### config.mk
export PLATFORM = sky130hd
export DESIGN_NAME = aes_round_ctrl
export DESIGN_NICKNAME = d
export VERILOG_FILES = /design/src/rtl/aes_round_ctrl.sv
export SDC_FILE = /design/constraint.sdc
export NUM_CORES = 1
export LEC_CHECK = 0
export ABC_AREA = 1
export BUFFER_PORTS_ARGS = -buffer_cell sky130_fd_sc_hd__buf_2
export CORE_AREA = 2 2 256 258
export CTS_CLUSTER_SIZE = 10
export DETAILED_ROUTE_END_ITERATION = 10
export DIE_AREA = 0 0 258 260
export GPL_TIMING_DRIVEN = 0
export SLEW_MARGIN = 20
export SYNTH_ARGS = -nofsm -noshare
export SYNTH_HDL_FRONTEND = slang
export SYNTH_SLANG_ARGS = --single-unit
### constraint.sdc
create_clock -name clk -period 2.1 [get_ports clk]
set_input_delay 0.63 -clock clk [delete_from_list [all_inputs] [get_ports clk]]
set_output_delay 0.63 -clock clk [all_outputs]
set_load 0.05 [all_outputs]
### src/rtl/aes_round_ctrl.sv
// aes_round_ctrl: sequencer for an iterative AES-128 datapath; owns the 128-bit state register.
// Define AES_ROUND_CTRL_ABORT_EN to add the abort_i input (force IDLE from ROUND/DONE).
`ifndef TEXT_WIDTH
`define TEXT_WIDTH 128
`endif

module aes_round_ctrl #(
  parameter int NR    = 10,
  parameter int CNT_W = 4
) (
  input  logic                   clk,
  input  logic                   rst_n,
`ifdef AES_ROUND_CTRL_ABORT_EN
  input  logic                   abort_i,
`endif
  input  logic                   pt_valid_i,
  output logic                   pt_ready_o,
  input  logic [`TEXT_WIDTH-1:0] pt_i,
  input  logic [`TEXT_WIDTH-1:0] key_i,
  output logic                   key_load_o,
  output logic [CNT_W-1:0]       rkey_idx_o,
  input  logic                   rkey_valid_i,
  output logic [`TEXT_WIDTH-1:0] round_state_o,
  output logic                   round_last_o,
  input  logic [`TEXT_WIDTH-1:0] round_result_i,
  output logic                   ct_valid_o,
  input  logic                   ct_ready_i,
  output logic [`TEXT_WIDTH-1:0] ct_o,
  output logic                   busy_o
);

  // state | meaning
  // IDLE  | waiting for plaintext/key; pt_ready_o high
  // ROUND | one round per cycle while the round key is valid, otherwise stall
  // DONE  | ciphertext offered until ct_ready_i
  typedef enum logic [1:0] {
    IDLE  = 2'd0,
    ROUND = 2'd1,
    DONE  = 2'd2
  } fsm_e;

  localparam logic [CNT_W-1:0] LAST_RND = CNT_W'(NR);

  fsm_e                   fsm_q, fsm_d;
  logic [`TEXT_WIDTH-1:0] state_q, state_d;
  logic [CNT_W-1:0]       round_q, round_d;
  logic                   accept;
  logic                   abort;

`ifdef AES_ROUND_CTRL_ABORT_EN
  assign abort = abort_i & (fsm_q != IDLE);
`else
  assign abort = 1'b0;
`endif

  assign accept        = pt_valid_i & (fsm_q == IDLE);
  assign round_state_o = state_q;
  assign ct_o          = state_q;

  always_ff @(posedge clk or negedge rst_n) begin
    if (!rst_n) begin
      fsm_q   <= IDLE;
      state_q <= '0;
      round_q <= '0;
    end else begin
      fsm_q   <= fsm_d;
      state_q <= state_d;
      round_q <= round_d;
    end
  end

  always_comb begin
    fsm_d        = fsm_q;
    state_d      = state_q;
    round_d      = round_q;
    pt_ready_o   = 1'b0;
    key_load_o   = 1'b0;
    rkey_idx_o   = '0;
    round_last_o = 1'b0;
    ct_valid_o   = 1'b0;
    busy_o       = (fsm_q != IDLE);

    case (fsm_q)
      IDLE: begin
        pt_ready_o = 1'b1;
        key_load_o = accept;
        if (accept) begin
          state_d = pt_i ^ key_i;
          round_d = CNT_W'(1);
          fsm_d   = ROUND;
        end
      end
      ROUND: begin
        rkey_idx_o   = round_q;
        round_last_o = (round_q == LAST_RND);
        if (rkey_valid_i) begin
          state_d = round_result_i;
          if (round_q == LAST_RND) fsm_d = DONE;
          else                     round_d = round_q + CNT_W'(1);
        end
      end
      DONE: begin
        ct_valid_o = 1'b1;
        if (ct_ready_i) begin
          fsm_d   = IDLE;
          round_d = '0;
        end
      end
      default: begin
        fsm_d   = IDLE;
        round_d = '0;
      end
    endcase

    // Abort overrides any transition chosen above; the result is discarded.
    if (abort) begin
      fsm_d   = IDLE;
      state_d = '0;
      round_d = '0;
    end
  end

endmodule

==> flow_summary.toml <==
[sta]
finalSetupTns_ps = -437
max_clock_freq_mhz = 456
count_of_final_hold_check_violations = 0
final_clock_skew_ps = 11.3
unrepaired_setup_endpoints_after_global_routing = "yes"
fin_crit_sh = 1.04
timing.final.ws_setup_ps = -92.0
timing_max_transition_violations_final = 0
worst-slew-pin-transition_ps = 803
final.min_clock_period_ps = 2190
slew_headroom = 0.462
setup_viol_count_final = 7

[run_status]
run_status = "complete, but fails checks"
violations = "negative setup slack"

[routing]
routed_wire_length_per_instance_microns = 14.7
detailroute.wirelength.met2_mm = 21.1
initialDrtViolationCount = 554
route.antenna.remaining_nets = 0
met3_length_mm = 2.73
highest-signal-layer = "met5"
drt-pass1-iter-count = 5
post_drt_via_cell_ratio = 3.69
total_detailed_routing_wirelength_mm = 43.7
routed-via-count = 10900
met1_layer_wirelength_in_the_final_routing_mm = 18.5
post-route-drc-count = 0

[clock_tree]
clock_tree_from_tritoncts = "yes"
h-tree-depth = 4
clk_transition_reported_paths_ps = 60
cts_made_buffers = 17
insertion_delay_ps = 470
cts_buffer_depth = 2
clock_sinks = 134
cts_root_buf = "clkbuf_16"

[logic_synthesis]
netlist_top_cells_area = "dfrtp_1 35%, nand2_1 21%, buf_4 12%, inv_1 11%, o211ai_1 10%"
synth-compound-area-share = 0.105
post_synth_mux_area_share = 0
synth_adder_area_share = 0.00263
postSynthRegisterBits = 134
netlist_instances = 1406
ys_types = 20
synth_warnings = 0
post_synth_xor_area_fraction = 0.000921
synth-seq-area-share = 0.353
largest_family_of_logic_cells_by_synthesized_area = "simple AND/OR/NAND/NOR gates"
synthSimpleGateAreaFrac = 0.289
synthesis.nets = 1797
syn_avg_cell_area_sq_um = 6.76
synth_largest_area_cell = "dfrtp_1"
post-synth-top-area-fraction = 0.353
synth_area_sq_um = 9510

[floorplanning]
die-area_sq_um = 67100
core_region_area_sq_um = 64100
initial_utilization = 0.148
fp.dieW_microns = 258
ioPinCount = 654
dieHeight_microns = 260
rows = 93

[power_and_ir_drop]
pwr_density_cell_nw_per_um2 = 1900
internal-power_mw = 11.1
power_frac_clock = 0.101
p_leak_nw = 9.09
switching_share = 0.605
power.switching_mw = 17.0
power.sequential.fraction = 0.187
power.ir.vdd_worst_v = 0.000933
p_comb_frac = 0.711

[cells_and_area]
layout.filler_cells = 7211
stdcell_count = 2965
layout-area-overhead-vs-synth_pct = 55.1
fin_nets = 2488
post_route_cells_drive_above_1_share = 0.430

[worst_setup_path]
worst_setup_path_end_kind = "output pin"
critical_path.max_fanout = 5
crit_required_ps = 1470
path_class = "reg -> out"
cp-start-kind = "register"
arrival_time_of_data_at_the_critical_path_endpoint_ps = 1560

[run]
maximum_capacitance_violations = 0

[global_route]
grt_pass1_vias = 10100
grt.overflow.total = 0
globalRouteTotalUtil = 0.125
grt_max_degree = 78
antenna_found_initial = 5
grt_first_pass_wirelength_mm = 61.9

[placement]
placed_cells_incl_taps = 2915
gp_congestion = 0.894
detailedPlacementHpwl_mm = 35.7
io_buffer_count = 653

[worst_hold_path]
hp-class = "in -> async"
-- through the flow --
step / hold slack [ps] / setup WS (ps) / utilization / instance area (sq um) / total power, mW
2_1_floorplan: 334 / -105 / - / 9510 / 19.5
3_5_place_dp: 492 / -422 / 0.217 / 13900 / 25.0
3_3_place_gp: 488 / -1810 / 0.216 / 13800 / 24.9
6_report: 66.2 / -92.0 / 0.230 / 14700 / 28.0
4_1_cts: 51.3 / -159 / 0.229 / 14700 / 28.4
5_1_grt: 82.1 / -162 / 0.230 / 14700 / 29.7
-- per-layer routing --
metal,vias to the layer above,GRT usage
li1,5593,-
met1,4892,0.154
met2,413,0.210
met3,43,0.0253
met4,4,0.0586
met5,-,0
-- worst max-delay path, cell delays in order (launching register included) --
cell and delay (ps):
dfrtp_2 430, inv_4 80, nand2_8 60, buf_12 130, buf_12 140, nor2_4 80
buf_6 160
-- area by class of cell --
| class | instances | area (sq um) | area share |
|---|---|---|---|
| inverter | 269 | 1010 | 0.0687 |
| buffer | 182 | 1380 | 0.0935 |
| timing repair buffer | 675 | 3530 | 0.239 |
| clock inverter | 9 | 80.1 | 0.00543 |
| multi-input combinational | 818 | 3860 | 0.262 |
| antenna | 1 | 2.50 | 0.000170 |
| sequential | 134 | 3360 | 0.228 |
| tap | 855 | 1070 | 0.0726 |
| clock buffer | 22 | 454 | 0.0308 |
-- placed cells by master (no fill, tap or decap), drive strengths merged --
cell type / count
clkbuf: 23
bufinv: 1
inv: 269
clkinv: 4
o211ai: 128
o21bai: 4
nand3b: 1
nand4: 1
nor2: 13
clkinvlp: 4
nand2: 536
buf: 856
nand3: 130
dfrtp: 134
o21ai: 1
xnor2: 1
a21oi: 1
ha: 2
diode: 1
-- path summary, 6_finish.rpt --
kind                                             start                      to  slack (ps)  depth (start not counted)
min in group clk                    round_result_i[48]    ct_o[48]$_DFFE_PN0P_         410                          3
max in group asynchronous                        rst_n    ct_o[74]$_DFFE_PN0P_        1190                          2
worst min register to register    ct_o[24]$_DFFE_PN0P_    ct_o[24]$_DFFE_PN0P_         510                          2
worst max-delay path              fsm_q[1]$_DFFE_PN0P_           rkey_idx_o[2]         -90                          6
worst max register to register  round_q[0]$_DFFE_PN0P_  round_q[2]$_DFFE_PN0P_         -10                         16
worst min-delay path                             rst_n    ct_o[10]$_DFFE_PN0P_          70                          1
-- power by group through the flow --
stage / sequential, mW / combinational, mW / clock, mW
after global placement: 5.31 / 19.6 / 0
after floorplan: 9.01 / 10.5 / 0
after global routing: 5.41 / 21.2 / 3.09
after CTS: 5.27 / 20.1 / 3.01
after detailed placement: 5.30 / 19.7 / 0
final: 5.25 / 19.9 / 2.85
-- flip-flops by register name, summed over array words and instances, names as in the netlist --
register  cells
fsm_q         2
round_q       4
ct_o        128
-- synthesized netlist by cell type --
cell type / instances
a21oi_1: 1
buf_2: 26
buf_4: 148
buf_6: 10
clkbuf_4: 1
dfrtp_1: 134
ha_1: 2
inv_1: 266
inv_2: 3
nand2_1: 533
nand2_2: 3
nand3_1: 130
nand3b_1: 1
nand4_1: 1
nor2_1: 11
nor2_4: 2
o211ai_1: 128
o21ai_0: 1
o21bai_1: 4
xnor2_1: 1
-- logic make-up after synthesis --
family / after synthesis
xor gates and xnor gates: 1
adders and majority gates: 2
buffers and inverters: 454
DFF: 134
AOI/OAI and AO/OA: 134
and+or+nand+nor: 681
-- repair_timing --
item                       4_1_cts  5_1_grt
hold endpoints to repair         0        0
setup buffers                   18        3
gates cloned                     0        0
resized for setup               46        9
hold buffers                     0        0
setup endpoints to repair       14       16
pin swaps                        4        9
Note: power is estimated with default switching activity, not from simulation.
